==> src/rtl/arrow_track_scroller.sv <==
// Per-player arrow track: scrolls a 26-slot code track on frame boundaries and judges button presses.
// Build macro COMBO_SCORE_EN adds the combo output and the combo score bonus.
//
// state | meaning
// OPEN  | slot0 may still be judged by a button press
// DONE  | a press has been judged; further presses ignored until the next step
`timescale 1ns/1ps
module arrow_track_scroller #(
  parameter int SLOTS           = 26,
  parameter int FRAMES_PER_STEP = 8,
  parameter int INDICATOR_HOLD  = 30
) (
  input  logic               iVGA_CLK,
  input  logic               iRST_n,
  input  logic               iVS,
  input  logic               enable,
  input  logic [2:0]         new_code,
  input  logic               new_code_valid,
  output logic               new_code_ready,
  input  logic [3:0]         btn,
  output logic [3*SLOTS-1:0] arrow_indexes,
  output logic [1:0]         good_bad,
  output logic [15:0]        score,
  output logic               step_pulse
`ifdef COMBO_SCORE_EN
  ,
  output logic [7:0]         combo
`endif
);

  localparam int          TW        = 3 * SLOTS;
  localparam logic [7:0]  STEP_LAST = 8'(FRAMES_PER_STEP - 1);
  localparam logic [7:0]  HOLD_INIT = 8'(INDICATOR_HOLD);
  localparam logic [1:0]  GB_NONE   = 2'b00;
  localparam logic [1:0]  GB_GOOD   = 2'b01;
  localparam logic [1:0]  GB_BAD    = 2'b10;

  typedef enum logic {ST_OPEN, ST_DONE} judge_state_e;

  logic            vs_s1_q, vs_s1_d, vs_s2_q, vs_s2_d, vs_prev_q, vs_prev_d;
  logic            frame_tick_q, frame_tick_d;
  logic [3:0]      btn_s1_q, btn_s1_d, btn_s2_q, btn_s2_d, btn_prev_q, btn_prev_d;
  logic [7:0]      step_cnt_q, step_cnt_d;
  logic [7:0]      hold_q, hold_d;
  logic [TW-1:0]   track_q, track_d;
  logic [TW-1:0]   arrow_indexes_q, arrow_indexes_d;
  judge_state_e    state_q, state_d;
  logic [1:0]      good_bad_q, good_bad_d;
  logic [15:0]     score_q, score_d;
`ifdef COMBO_SCORE_EN
  logic [7:0]      combo_q, combo_d;
`endif

  logic [3:0]      press;
  logic [2:0]      slot0;
  logic [3:0]      code_onehot;
  logic [2:0]      load_code;
  logic            step, judge_open, hit_good, press_bad, miss, any_bad;
  logic [16:0]     score_inc, score_sum;

  always_comb begin
    vs_s1_d      = iVS;
    vs_s2_d      = vs_s1_q;
    vs_prev_d    = vs_s2_q;
    frame_tick_d = vs_prev_q & ~vs_s2_q;
    btn_s1_d     = btn;
    btn_s2_d     = btn_s1_q;
    btn_prev_d   = btn_s2_q;

    press = btn_s2_q & ~btn_prev_q;
    slot0 = track_q[2:0];
    step  = frame_tick_q & enable & (step_cnt_q == STEP_LAST);

    case (slot0)
      3'd1:    code_onehot = 4'b0001;
      3'd2:    code_onehot = 4'b0010;
      3'd3:    code_onehot = 4'b0100;
      3'd4:    code_onehot = 4'b1000;
      default: code_onehot = 4'b0000;
    endcase

    // press is non-zero here, so a match implies slot0 holds a real arrow
    judge_open = (state_q == ST_OPEN) && (press != 4'b0);
    hit_good   = judge_open && (press == code_onehot);
    press_bad  = judge_open && !hit_good;
    miss       = step && (slot0 != 3'd0) && !hit_good;
    any_bad    = press_bad | miss;

    load_code = (new_code_valid && new_code <= 3'd4) ? new_code : 3'd0;

    step_cnt_d = step_cnt_q;
    if (frame_tick_q && enable)
      step_cnt_d = step ? 8'd0 : step_cnt_q + 8'd1;

    track_d = track_q;
    if (step)
      track_d = {load_code, track_q[TW-1:3]};
    else if (hit_good)
      track_d[2:0] = 3'd0;
    arrow_indexes_d = track_q;

    state_d = state_q;
    if (step)
      state_d = ST_OPEN;
    else if (judge_open)
      state_d = ST_DONE;

    good_bad_d = good_bad_q;
    hold_d     = hold_q;
    if (any_bad) begin
      good_bad_d = GB_BAD;
      hold_d     = HOLD_INIT;
    end else if (hit_good) begin
      good_bad_d = GB_GOOD;
      hold_d     = HOLD_INIT;
    end else if (frame_tick_q && hold_q != 8'd0) begin
      hold_d = hold_q - 8'd1;
      if (hold_q == 8'd1)
        good_bad_d = GB_NONE;
    end

`ifdef COMBO_SCORE_EN
    score_inc = (combo_q >= 8'd9) ? 17'd2 : 17'd1;
    combo_d   = combo_q;
    if (any_bad)
      combo_d = 8'd0;
    else if (hit_good && combo_q != 8'hFF)
      combo_d = combo_q + 8'd1;
`else
    score_inc = 17'd1;
`endif
    score_sum = {1'b0, score_q} + score_inc;
    score_d   = score_q;
    if (hit_good)
      score_d = score_sum[16] ? 16'hFFFF : score_sum[15:0];
  end

  always_ff @(posedge iVGA_CLK or negedge iRST_n) begin
    if (!iRST_n) begin
      vs_s1_q         <= 1'b1;
      vs_s2_q         <= 1'b1;
      vs_prev_q       <= 1'b1;
      frame_tick_q    <= 1'b0;
      btn_s1_q        <= 4'b0;
      btn_s2_q        <= 4'b0;
      btn_prev_q      <= 4'b0;
      step_cnt_q      <= 8'd0;
      hold_q          <= 8'd0;
      track_q         <= '0;
      arrow_indexes_q <= '0;
      state_q         <= ST_OPEN;
      good_bad_q      <= GB_NONE;
      score_q         <= 16'd0;
`ifdef COMBO_SCORE_EN
      combo_q         <= 8'd0;
`endif
    end else begin
      vs_s1_q         <= vs_s1_d;
      vs_s2_q         <= vs_s2_d;
      vs_prev_q       <= vs_prev_d;
      frame_tick_q    <= frame_tick_d;
      btn_s1_q        <= btn_s1_d;
      btn_s2_q        <= btn_s2_d;
      btn_prev_q      <= btn_prev_d;
      step_cnt_q      <= step_cnt_d;
      hold_q          <= hold_d;
      track_q         <= track_d;
      arrow_indexes_q <= arrow_indexes_d;
      state_q         <= state_d;
      good_bad_q      <= good_bad_d;
      score_q         <= score_d;
`ifdef COMBO_SCORE_EN
      combo_q         <= combo_d;
`endif
    end
  end

  assign arrow_indexes  = arrow_indexes_q;
  assign good_bad       = good_bad_q;
  assign score          = score_q;
  assign step_pulse     = step;
  assign new_code_ready = step;
`ifdef COMBO_SCORE_EN
  assign combo          = combo_q;
`endif

endmodule

==> config.mk <==
export PLATFORM = sky130hd
export DESIGN_NAME = arrow_track_scroller
export DESIGN_NICKNAME = d
export VERILOG_FILES = /design/src/rtl/arrow_track_scroller.sv
export SDC_FILE = /design/constraint.sdc
export NUM_CORES = 1
export LEC_CHECK = 0
export BUFFER_PORTS_ARGS = -buffer_cell sky130_fd_sc_hd__buf_2
export CORE_ASPECT_RATIO = 0.9
export CORE_UTILIZATION = 55
export DETAILED_ROUTE_END_ITERATION = 8
export GPL_TIMING_DRIVEN = 0
export PLACE_DENSITY = 0.82
export SLEW_MARGIN = 20
export SYNTH_ARGS = -nofsm -noshare
export SYNTH_HDL_FRONTEND = slang
export SYNTH_SLANG_ARGS = --single-unit
==> constraint.sdc <==
create_clock -name iVGA_CLK -period 4.4 [get_ports iVGA_CLK]
set_input_delay 0.22 -clock iVGA_CLK [delete_from_list [all_inputs] [get_ports iVGA_CLK]]
set_output_delay 0.22 -clock iVGA_CLK [all_outputs]
set_load 0.1 [all_outputs]
==> impl_metrics.tcl <==
set metrics [dict create \
    synth_nets 647 \
    swShare 0.236 \
    fin_crit_ns 3.48 \
    num_vias 4928 \
    synth.distinct_cells 51 \
    drc 0 \
    yosysTopAreaCell "dfrtp_1" \
    grt_first_pass_wirelength_mm 23.9 \
    rsz0062_at_grt "no" \
    die_h_microns 111 \
    synth_top_area_share 0.706 \
    clkTransAtPathRegs_ns 0.06 \
    final_common_cell "nand2_1" \
    p_int_mw 3.09 \
    antenna_cells 0 \
    layout_common_cells "nand2_1, dfrtp_1, buf_2" \
    arrival_ns 3.26 \
    pwr_density_cell_mw_per_mm2 459 \
    port_buffers 109 \
    cts_buffers 21 \
    routedWlPerCell_microns 14.9 \
    place.gp.congestion 0.838 \
    fp-row-count 39 \
    min_period_over_period 0.791 \
    drt-vias-per-instance 5.18 \
    drv_cap 0 \
    p_comb_frac 0.066 \
    firstDrtPassIters 5 \
    coreArea_sq_mm 0.0128 \
    drv_slew 0 \
    setup-violations-final 0 \
    cts-root-buf "clkbuf_16" \
    maxSlewHeadroom 0.525 \
    status "completed" \
    syn_inst 630 \
    avgSynthCellArea_sq_um 11.5 \
    p_seq_frac 0.503 \
    ir_worst_vdd_mv 0.375 \
    fin_worst_skew_ns 0.00940 \
    fin_setup_tns_ns 0 \
    htree_levels 1 \
    initial_core_util 0.566 \
    dieArea_sq_mm 0.0136 \
    clock_latency_ns 0.49 \
    power_leakage_nw 4.91 \
    grt_util_all_layers 0.222 \
    pin_count 110 \
    dr.first_iter.drc_count 383 \
    finalWirelength_mm 14.2 \
    syn_to_final_growth_pct 21.8 \
    drive_above_1_share 0.209 \
    clk_path_buf_depth 3 \
    p_sw_uw 955 \
    place_area_sq_mm 0.00802 \
    antenna_found_initial 0 \
    yosysWarnings 0 \
    grt_max_degree 111 \
    cts.sinks 207 \
    grt_pass1_vias 4880 \
    worstMarginPinSlew_ns 0.713 \
    dieWidth_microns 123 \
    ant_nets 0 \
    grt-ovfl-total 0 \
    worstSetupStartpointType "register" \
    p_clk_frac 0.431 \
    path_class "register to output pin" \
    cts_resized 0 \
    syn_area_sq_mm 0.00724 \
    ys_top_cells_by_area "dfrtp_1, nand2_1, a21oi_1, dfstp_2, nor2_1" \
    dpl.hpwl_mm 9.30 \
    hold_viol_final 0 \
    end_kind "output pin" \
    ys_ff_latch 207 \
    cp_max_fo 11 \
    fin_nets 790 \
    ys_seq_area_frac 0.716 \
    fmax_ghz 0.287 \
    cts_tree "done" \
    final_area_sq_mm 0.00881 \
    cp.required_ns 4.18 \
    hp-class "primary input to register" \
]
## through the flow
stage / power [mW] / setup WS (ns) / hold slack [ns] / utilization / instances
2_1_floorplan: 2.23 / 1.52 / -0.0756 / - / 630
3_3_place_gp: 2.31 / 0.000139 / 0.329 / 0.625 / 903
3_5_place_dp: 2.33 / 1.40 / 0.303 / 0.628 / 904
4_1_cts: 4.08 / 0.869 / 0.00364 / 0.689 / 952
5_1_grt: 4.21 / 0.713 / 0.00889 / 0.689 / 952
6_report: 4.04 / 0.921 / 0.0128 / 0.689 / 952
## synthesized netlist by cell type (all sizes together)
cell,n
nand4,11
and2b,2
nand2b,1
dfrtp,204
or2,1
o41ai,2
or4,3
a31o,1
o21ai,6
and3b,1
clkbuf,10
a31oi,7
nand4b,4
a32oi,1
xor2,7
nor3,10
and4b,1
o311a,1
nand3,11
nor4,2
a41oi,1
mux2,4
a21boi,1
nor2,19
o31ai,1
ha,5
o22a,1
o211ai,1
nand2,250
a211oi,1
xnor2,5
a21oi,16
a21o,1
buf,14
o22ai,1
and2,2
o21a,1
nor2b,3
dfstp,3
and3,7
inv,7
## worst max-delay path, cell delays in order, from the launching register on
cell     delay [ns]
dfrtp_1        0.43
and2_1         0.22
and3_1         0.22
nand3_1        0.41
inv_2          0.36
buf_1          0.50
buf_4          0.21
buf_2          0.42
## area by class of cell
class | count | area (sq um)
buffer | 24 | 118
clock buffer | 30 | 619
clock inverter | 8 | 68.8
fill | 927 | 3970
inverter | 7 | 26.3
multi-input combinational | 392 | 1910
sequential | 207 | 5180
tap | 164 | 205
timing repair buffer | 120 | 683
## routing by layer
layer,part of all wire,vias to the layer above,GRT usage
li1,-,2329,-
met5,0,-,0
met2,0.48,149,0.360
met1,0.42,2423,0.289
met4,0.018,0,0.0577
met3,0.080,27,0.0720
## sequential cells by signal, summed over array words and instances (netlist names)
| signal | count |
|---|---|
| btn_prev_d | 4 |
| btn_s1_q | 4 |
| vs_prev_d | 1 |
| vs_prev_q | 1 |
| hold_q | 8 |
| step_cnt_q | 8 |
| state_q | 1 |
| vs_s1_q | 1 |
| frame_tick_q | 1 |
| arrow_indexes | 78 |
| good_bad | 2 |
| score | 16 |
| arrow_indexes_d | 78 |
| btn_prev_q | 4 |
## power by group through the flow
stage | Clock [mW] | Combinational, mW | Sequential, mW
after CTS | 1.78 | 0.269 | 2.03
final | 1.74 | 0.266 | 2.03
after global routing | 1.86 | 0.299 | 2.04
after global placement | 0 | 0.246 | 2.06
after floorplan | 0 | 0.123 | 2.11
after detailed placement | 0 | 0.263 | 2.07
## kinds of logic after synthesis
kind of cell               count (synthesis)  share of synthesized area
muxes                                      4                    0.00622
and+or+nand+nor                          328                      0.193
DFF                                      207                      0.716
buffers and inverters                     31                     0.0199
adders and majority gates                  5                    0.00865
xor gates and xnor gates                  12                     0.0145
AOI/OAI and AO/OA                         43                     0.0417
## final timing paths
path,from,slack (ns),cells past startpoint,to
max in group asynchronous,iRST_n,3.10,3,arrow_indexes_d[27]
min,new_code[2],0.01,3,arrow_indexes_d[75]
min reg2reg,btn_s1_q[0],0.35,0,btn_prev_d[0]
min in group asynchronous,iRST_n,0.35,2,hold_q[6]
max reg2reg,frame_tick_q,1.44,8,arrow_indexes_d[76]
max,frame_tick_q,0.92,7,step_pulse
## timing repair
| action | 4_1_cts | 5_1_grt |
|---|---|---|
| hold buffers | 10 | 0 |
| setup buffers | 0 | 0 |
| hold endpoints to repair | 101 | 0 |
(Power assumes the default switching activity.)
